--- config.mk ---
export PLATFORM = sky130hd
export DESIGN_NAME = parity_checker_rx_flat
export DESIGN_NICKNAME = d
export VERILOG_FILES = /design/src/rtl/parity_pkg.sv /design/src/rtl/parity_checker_rx_if.sv /design/src/rtl/parity_err_counter.sv /design/src/rtl/parity_checker_rx.sv /design/src/flat_wrapper.sv
export SDC_FILE = /design/constraint.sdc
export NUM_CORES = 1
export LEC_CHECK = 0
export BUFFER_PORTS_ARGS = -buffer_cell sky130_fd_sc_hd__buf_2
export CORE_MARGIN = 2
export CORE_UTILIZATION = 50
export DETAILED_ROUTE_END_ITERATION = 8
export HOLD_SLACK_MARGIN = 0.15
export PLACE_DENSITY = 0.72
export SYNTH_ARGS = -nofsm -noshare
export SYNTH_HDL_FRONTEND = slang
export SYNTH_SLANG_ARGS = --single-unit
export TNS_END_PERCENT = 100
--- constraint.sdc ---
create_clock -name clk -period 2.15 [get_ports clk]
set_input_delay 0.3225 -clock clk [delete_from_list [all_inputs] [get_ports clk]]
set_output_delay 0.3225 -clock clk [all_outputs]
set_load 0.005 [all_outputs]
--- src/rtl/parity_pkg.sv ---
// Shared types and constants for the serial parity-check receive path.
package parity_pkg;

  typedef enum logic [1:0] {
    IDLE   = 2'd0,
    DATA   = 2'd1,
    PARITY = 2'd2
  } state_t;

  localparam int DEFAULT_WIDTH     = 16;
  localparam int DEFAULT_ERR_CNT_W = 8;

  // Bit counter must reach WIDTH, hence the +1.
  function automatic int bit_cnt_width(input int w);
    return $clog2(w + 1);
  endfunction

endpackage

--- src/rtl/parity_checker_rx_if.sv ---
// Bundle of the serial input, word output and error-count signals of parity_checker_rx.
// Handshake: in_valid qualifies in_start/in_bit for one cycle, with no back-pressure;
// out_valid is a one-cycle pulse and out_data/out_parity_err hold until the next pulse.
interface parity_checker_rx_if #(
  parameter int WIDTH     = 16,
  parameter int ERR_CNT_W = 8
);
  logic                 in_valid;
  logic                 in_start;
  logic                 in_bit;
  logic                 clr_err;
  logic                 out_valid;
  logic [WIDTH-1:0]     out_data;
  logic                 out_parity_err;
  logic [ERR_CNT_W-1:0] err_count;
  logic                 busy;

  modport master (
    output in_valid, in_start, in_bit, clr_err,
    input  out_valid, out_data, out_parity_err, err_count, busy
  );

  modport slave (
    input  in_valid, in_start, in_bit, clr_err,
    output out_valid, out_data, out_parity_err, err_count, busy
  );
endinterface

--- src/rtl/parity_err_counter.sv ---
// Saturating error counter; a synchronous clear beats a coincident increment.
module parity_err_counter #(
  parameter int W = 8
) (
  input  logic         clk,
  input  logic         rst_n,
  input  logic         i_inc,
  input  logic         i_clr,
  output logic [W-1:0] o_count
);

  logic [W-1:0] r_count;

  always_ff @(posedge clk or negedge rst_n) begin
    if (!rst_n) begin
      r_count <= '0;
    end else if (i_clr) begin
      r_count <= '0;
    end else if (i_inc && (r_count != {W{1'b1}})) begin
      r_count <= r_count + W'(1);
    end
  end

  assign o_count = r_count;

endmodule

--- src/rtl/parity_checker_rx.sv ---
// Reassembles LSB-first serial frames of WIDTH data bits plus an even-parity bit,
// flags parity errors and counts them.
module parity_checker_rx
  import parity_pkg::*;
#(
  parameter int WIDTH     = DEFAULT_WIDTH,
  parameter int ERR_CNT_W = DEFAULT_ERR_CNT_W
) (
  input  logic                clk,
  input  logic                rst_n,
  parity_checker_rx_if.slave  bus,
  output state_t              o_dbg_state
);

  localparam int CNT_W = bit_cnt_width(WIDTH);

  state_t           r_state;
  logic [WIDTH-1:0] r_shreg;
  logic [CNT_W-1:0] r_cnt;
  logic             r_par;
  logic             r_out_valid;
  logic [WIDTH-1:0] r_out_data;
  logic             r_out_err;
  logic             r_busy;

  logic                 w_restart;
  logic                 w_par_bit;
  logic                 w_err_inc;
  logic [ERR_CNT_W-1:0] w_err_count;

  // A start bit always wins, including over a parity bit in PARITY.
  assign w_restart = bus.in_valid && bus.in_start;
  assign w_par_bit = bus.in_valid && !bus.in_start && (r_state == PARITY);
  assign w_err_inc = w_par_bit && (r_par ^ bus.in_bit);

  always_ff @(posedge clk or negedge rst_n) begin
    if (!rst_n) begin
      r_state     <= IDLE;
      r_shreg     <= '0;
      r_cnt       <= '0;
      r_par       <= 1'b0;
      r_out_valid <= 1'b0;
      r_out_data  <= '0;
      r_out_err   <= 1'b0;
      r_busy      <= 1'b0;
    end else begin
      r_out_valid <= 1'b0;
      if (w_restart) begin
        // Bits enter at the MSB and shift down, so bit 0 lands at position 0 after WIDTH bits.
        r_shreg <= {bus.in_bit, {(WIDTH-1){1'b0}}};
        r_par   <= bus.in_bit;
        r_cnt   <= CNT_W'(1);
        r_state <= DATA;
        r_busy  <= 1'b1;
      end else if (bus.in_valid) begin
        case (r_state)
          DATA: begin
            r_shreg <= {bus.in_bit, r_shreg[WIDTH-1:1]};
            r_par   <= r_par ^ bus.in_bit;
            r_cnt   <= r_cnt + CNT_W'(1);
            if (r_cnt == CNT_W'(WIDTH - 1)) begin
              r_state <= PARITY;
            end
          end
          PARITY: begin
            r_out_data  <= r_shreg;
            r_out_err   <= r_par ^ bus.in_bit;
            r_out_valid <= 1'b1;
            r_state     <= IDLE;
            r_busy      <= 1'b0;
            r_cnt       <= '0;
            r_par       <= 1'b0;
          end
          default: begin
          end
        endcase
      end
    end
  end

  parity_err_counter #(
    .W (ERR_CNT_W)
  ) u_err_counter (
    .clk     (clk),
    .rst_n   (rst_n),
    .i_inc   (w_err_inc),
    .i_clr   (bus.clr_err),
    .o_count (w_err_count)
  );

  assign bus.out_valid      = r_out_valid;
  assign bus.out_data       = r_out_data;
  assign bus.out_parity_err = r_out_err;
  assign bus.err_count      = w_err_count;
  assign bus.busy           = r_busy;
  assign o_dbg_state        = r_state;

endmodule

--- src/flat_wrapper.sv ---
// flat-port wrapper written by rule: the top's interface ports become plain ports
module parity_checker_rx_flat import parity_pkg::*;
#(
  parameter int WIDTH     = DEFAULT_WIDTH,
  parameter int ERR_CNT_W = DEFAULT_ERR_CNT_W
)
  (clk, rst_n, o_dbg_state, bus_in_valid, bus_in_start, bus_in_bit, bus_clr_err, bus_out_valid, bus_out_data, bus_out_parity_err, bus_err_count, bus_busy);
  parity_checker_rx_if #(.WIDTH(WIDTH), .ERR_CNT_W(ERR_CNT_W)) bus_i ();
  input  logic clk;
  input  logic rst_n;
  output state_t o_dbg_state;
  input wire logic [$bits(bus_i.in_valid)-1:0] bus_in_valid;
  input wire logic [$bits(bus_i.in_start)-1:0] bus_in_start;
  input wire logic [$bits(bus_i.in_bit)-1:0] bus_in_bit;
  input wire logic [$bits(bus_i.clr_err)-1:0] bus_clr_err;
  output wire logic [$bits(bus_i.out_valid)-1:0] bus_out_valid;
  output wire logic [$bits(bus_i.out_data)-1:0] bus_out_data;
  output wire logic [$bits(bus_i.out_parity_err)-1:0] bus_out_parity_err;
  output wire logic [$bits(bus_i.err_count)-1:0] bus_err_count;
  output wire logic [$bits(bus_i.busy)-1:0] bus_busy;
  assign bus_i.in_valid = bus_in_valid;
  assign bus_i.in_start = bus_in_start;
  assign bus_i.in_bit = bus_in_bit;
  assign bus_i.clr_err = bus_clr_err;
  assign bus_out_valid = bus_i.out_valid;
  assign bus_out_data = bus_i.out_data;
  assign bus_out_parity_err = bus_i.out_parity_err;
  assign bus_err_count = bus_i.err_count;
  assign bus_busy = bus_i.busy;
  parity_checker_rx #(.WIDTH(WIDTH), .ERR_CNT_W(ERR_CNT_W)) u_core (.clk(clk), .rst_n(rst_n), .bus(bus_i), .o_dbg_state(o_dbg_state));
endmodule
**Yosys cells after proc, flatten, opt, wreduce, memory -nomap -nowiden**

Cells that the tools add are included.

- $add $sub $neg: 2
- Eq/ne operators: 5
- Muxes and demuxes: 21
- Bitwise gates (word level): 2
- Reductions and logical operators: 16

Operators by type and width:

| cell | count |
|---|---|
| $mux W16 | 3 |
| $mux W8 | 2 |
| $mux W5 | 2 |
| $pmux W5 S2 | 1 |
| $add A8 B1 Y8 const B | 1 |
| $mux W1 | 8 |
| $ne A8 B8 Y1 const B | 1 |
| $reduce_bool A2 Y1 | 4 |
| $mux W2 | 3 |
| $reduce_and A2 Y1 | 3 |
| $reduce_and A3 Y1 | 2 |
| $add A5 B1 Y5 const B | 1 |
| $eq A5 B4 Y1 const B | 1 |
| $logic_and A1 B1 Y1 | 5 |
| $pmux W2 S2 | 1 |
| $ne A3 B1 Y1 const B | 1 |
| $reduce_bool A3 Y1 | 1 |
| $eq A2 B1 Y1 const B | 1 |
| $eq A2 B2 Y1 const B | 1 |
| $pmux W1 S2 | 1 |
| $logic_not A1 Y1 | 1 |
| $not A1 Y1 | 1 |
| $xor A1 B1 Y1 | 1 |

- Register bits after elaboration: 51
- Output and inout bits: 29

**Logic depth before layout (Yosys ltp)**

- Word-level depth: 7
- Depth in mapped cells: 9

**Modules after synthesis**

A second synthesis with hierarchy kept.

- Cell total of the unflattened synthesis: 221
- Area total of the unflattened synthesis: 2404.8 sq um

By module, submodules not included:

| module | times used | cells each | area an instance (sq um) | seq. area each (sq um) |
|---|---|---|---|---|
| parity_checker_rx | 1 | 172 | 1940.6 | 1076.0 |
| parity_err_counter | 1 | 49 | 464.2 | 200.2 |

**Worst setup path after synthesis**

No wires, ideal clock.

- Kind: reg-to-reg
- Start: register u_core.r_state[0], in the netlist u_core.o_dbg_state[0]
- End: register u_core.u_err_counter.r_count[4], in the netlist u_core.u_err_counter.o_count[4]
- Setup time: 78 ps
- Data arrival time: 1680 ps
- Required time: 2072 ps
- Setup slack: 392 ps
- Stages on the path, launching flop included: 10
- Cell sequence: dfrtp_1 -> inv_1 -> ha_1 -> buf_2 -> nand3_4 -> clkinv_4 -> o211ai_4 -> buf_6 -> or3_1 -> a21oi_1

- Word-level cells in the longest chain between the ends: 5

Ends and longest elaborated chain:

| element | line | source |
|---|---|---|
| from (decl) | parity_checker_rx.sv:17 | `state_t r_state;` |
| from (signal assigned) | parity_checker_rx.sv:38 | `r_state <= IDLE;` |
| from (signal assigned) | parity_checker_rx.sv:53 | `r_state <= DATA;` |
| from (signal assigned) | parity_checker_rx.sv:62 | `r_state <= PARITY;` |
| $eq A2 B2 Y1 | parity_checker_rx.sv:33 | `assign w_par_bit = bus.in_valid && !bus.in_start && (r_state == PARITY);` |
| $logic_and A1 B1 Y1 | parity_checker_rx.sv:33 |  |
| $logic_and A1 B1 Y1 | parity_checker_rx.sv:34 | `assign w_err_inc = w_par_bit && (r_par ^ bus.in_bit);` |
| $logic_and A1 B1 Y1 | parity_err_counter.sv:19 | `end else if (i_inc && (r_count != {W{1'b1}})) begin` |
| $reduce_bool A2 Y1 (no source line) | -- |  |
| to (signal assigned) | parity_err_counter.sv:20 | `r_count <= r_count + W'(1);` |
| to (decl) | parity_err_counter.sv:12 | `logic [W-1:0] r_count;` |

No other way between the ends.
A chain may end at the register's enable or synchronous reset.

**Worst setup path in the final report**

- Start: register u_core.r_state[0], in the netlist u_core.o_dbg_state[0]
- End: register u_core.u_err_counter.r_count[7], in the netlist u_core.u_err_counter.o_count[7]

Same word-level chain as after synthesis.

==> reports/qor.yml <==
status: "finished, final reports clean"
initial_utilization_pct: 51.5
cts_tree: "done"
r2r-end: "u_core.u_err_counter.o_count[7]"
synthMostInstantiatedCell: "nand2_1"
startpoint: "u_core.o_dbg_state[0]"
timing.final.crit_period_ns: 1.94
r2r_setup_slack_ns: 0.21
worst_pin_slew_ns: 0.595
power_density_nw_per_um2: 908
hpwlAfterDp_mm: 2.78
power_mw: 2.32
dp_slack_ns: 0.210
ys_types: 36
die_h_um: 70.7
insertion_delay_ns: 0.30
die-area_um2: 5000
syn2layout_area_growth_pct: 14.8
viasPerCell: 5.55
final_max_slew_viol_count: 0
yosysSeqAreaShare_pct: 57.3
wl_per_cell_um: 13.4
antenna_left: 0
grt_max_degree: 29
grt_pass1_vias: 1525
cp-end-kind: "register"
cts.htree.levels: 2
portBuffers: 34
synthArstFlopShare_pct: 100
globalRouteTotalUtil_pct: 17.3
cts.sinks: 51
synth-seq-cells: 51
dieWidth_um: 70.7
num_rows: 24
maxCapViolCount: 0
critPathMaxFanout: 14
syn-cell-area_um2: 2230
antenna_found_initial: 0
finClkSkew_ns: 0.00538
syn-num-nets: 226
critical_path_class: "register to register"
slew_headroom_pct: 60.3
setup_ws_ns: 0.208
drt_iter0_drc: 142
dp_cells: 295
drive_above_1_share_pct: 20.3
syn-mean-instance-area_um2: 10.4
antenna_cells: 0
dominantRegCellSynth: "dfrtp_1"
crit_arrival_ns: 2.17
r2r_cells: 7
yosysTopAreaCell: "dfrtp_1"
dr.pass1.iters: 4
grt_pass1_wl_mm: 7.01
r2r_start: "u_core.o_dbg_state[0]"
cts_max_path_buffers: 2
numCtsBuffers: 5
fin_util_pct: 59.1
hp-class: "input pin to register"
fin_tns_setup_ns: 0
cts-root-buf: "clkbuf_8"
io_pins: 35
gpl.final_weighted_congestion: 0.791
core_area_um2: 4320
final_nets: 262
num_vias: 1683
netlist.area_leader.share_pct: 57.3
hold_viol: 0
synth_edf_count: 0
path_clk_slew_ns: 0.09
gr-total-overflow: 0
cp-endpoint: "u_core.u_err_counter.o_count[7]"
grt_setup_unrepaired: "false"
netlist_instances: 215
cp_data_required_time_ns: 2.38
synth_common_cells: "61 x nand2_1, 51 x dfrtp_1, 17 x a22o_1, 12 x o21ai_0, 8 x a21oi_1"
start_kind: "register"
synthTopCellsByArea: "dfrtp_1 57%, nand2_1 10%, a22o_1 6.7%"
yosysWarningCount: 0
fin_crit_sh_pct: 90.3
power.leakage_nw: 1.33
final_cells: 303
final-setup-viol-count: 0
drc: 0
wirelength_mm: 4.06
fmax_ghz: 0.515
irDropWorstVdd_mv: 0.417
-- metrics by stage --
| step | instance area (um^2) | hold WS [ns] |
|---|---|---|
| 2_1_floorplan | 2230 | 0.0269 |
| 3_3_place_gp | 2440 | 0.357 |
| 3_5_place_dp | 2440 | 0.360 |
| 4_1_cts | 2560 | 0.278 |
| 5_1_grt | 2560 | 0.286 |
| 6_report | 2560 | 0.281 |
-- layout by cell type (no fill, tap or decap), types with 2 or more instances in the layout --
| cell | count |
|---|---|
| or3_1 | 3 |
| dfrtp_1 | 51 |
| a21oi_1 | 8 |
| clkinv_4 | 2 |
| o31ai_1 | 3 |
| ha_1 | 5 |
| a21o_1 | 2 |
| nand2_1 | 61 |
| nand3_1 | 4 |
| a22o_1 | 17 |
| nor2_1 | 4 |
| nand4_1 | 2 |
| buf_4 | 5 |
| and3_1 | 2 |
| inv_1 | 7 |
| buf_2 | 34 |
| or4_1 | 3 |
| clkbuf_8 | 5 |
| a31oi_1 | 3 |
| o21ai_0 | 12 |
-- critical path, cell delays in order, from the launching register on --
cell and delay [ns]:
dfrtp_1 0.42, inv_1 0.07, ha_1 0.39, nand3_4 0.14
clkinv_4 0.08, o211ai_4 0.13, or4_1 0.50, a21oi_1 0.15
-- per-layer routing --
metal	routed length, um	global-route usage, %	up-vias
met1	2040	25.0	819
li1	-	-	817
met4	46	5.66	0
met2	1820	26.8	42
met3	150	2.99	5
met5	0	0	-
-- power by group --
group	leakage (nW)	switching, mW	internal, mW
clock	0.0502	0.304	0.340
sequential	0.692	0.106	1.07
combinational	0.592	0.296	0.203
total	1.33	0.705	1.61
-- logic make-up after synthesis --
group,share of synthesized area (%)
simple gates,17.1
compound gates,16.5
flops,57.3
buf+inv,4.61
fa+ha+maj,2.81
xor+xnor,1.12
mux,0.450
-- worst min path at each step --
stage | startpoint | endpoint | cells past startpoint
final | bus_clr_err | u_core.u_err_counter.o_count[3] | 2
after floorplan | rst_n | u_core.bus.busy | 0
after detailed placement | rst_n | u_core.bus.out_data[2] | 1
after CTS | bus_clr_err | u_core.u_err_counter.o_count[4] | 2
after global placement | rst_n | u_core.bus.out_data[2] | 1
after global routing | bus_clr_err | u_core.u_err_counter.o_count[6] | 2
-- flip-flops by register name (all words and copies together), names as in the netlist --
name / flops
u_core.o_dbg_state: 2
u_core.bus.out_valid: 1
u_core.r_shreg: 16
u_core.bus.busy: 1
u_core.bus.out_parity_err: 1
u_core.bus.out_data: 16
u_core.u_err_counter.o_count: 8
u_core.r_par: 1
u_core.r_cnt: 5
-- cell type report --
| type | instances | area (um^2) |
|---|---|---|
| clock inverter | 2 | 37.5 |
| inverter | 9 | 43.8 |
| timing repair buffer | 40 | 218 |
| tap | 52 | 65.1 |
| clock buffer | 5 | 68.8 |
| multi-input combinational | 144 | 847 |
| fill | 381 | 1770 |
| sequential | 51 | 1280 |
-- what timing repair did --
action                                 CTS  global route
setup buffers                            0             0
endpoints found under the hold margin   26             0
gates resized for setup                  0             0
hold buffers                             1             0
Note: power is estimated with default switching activity, not from simulation.
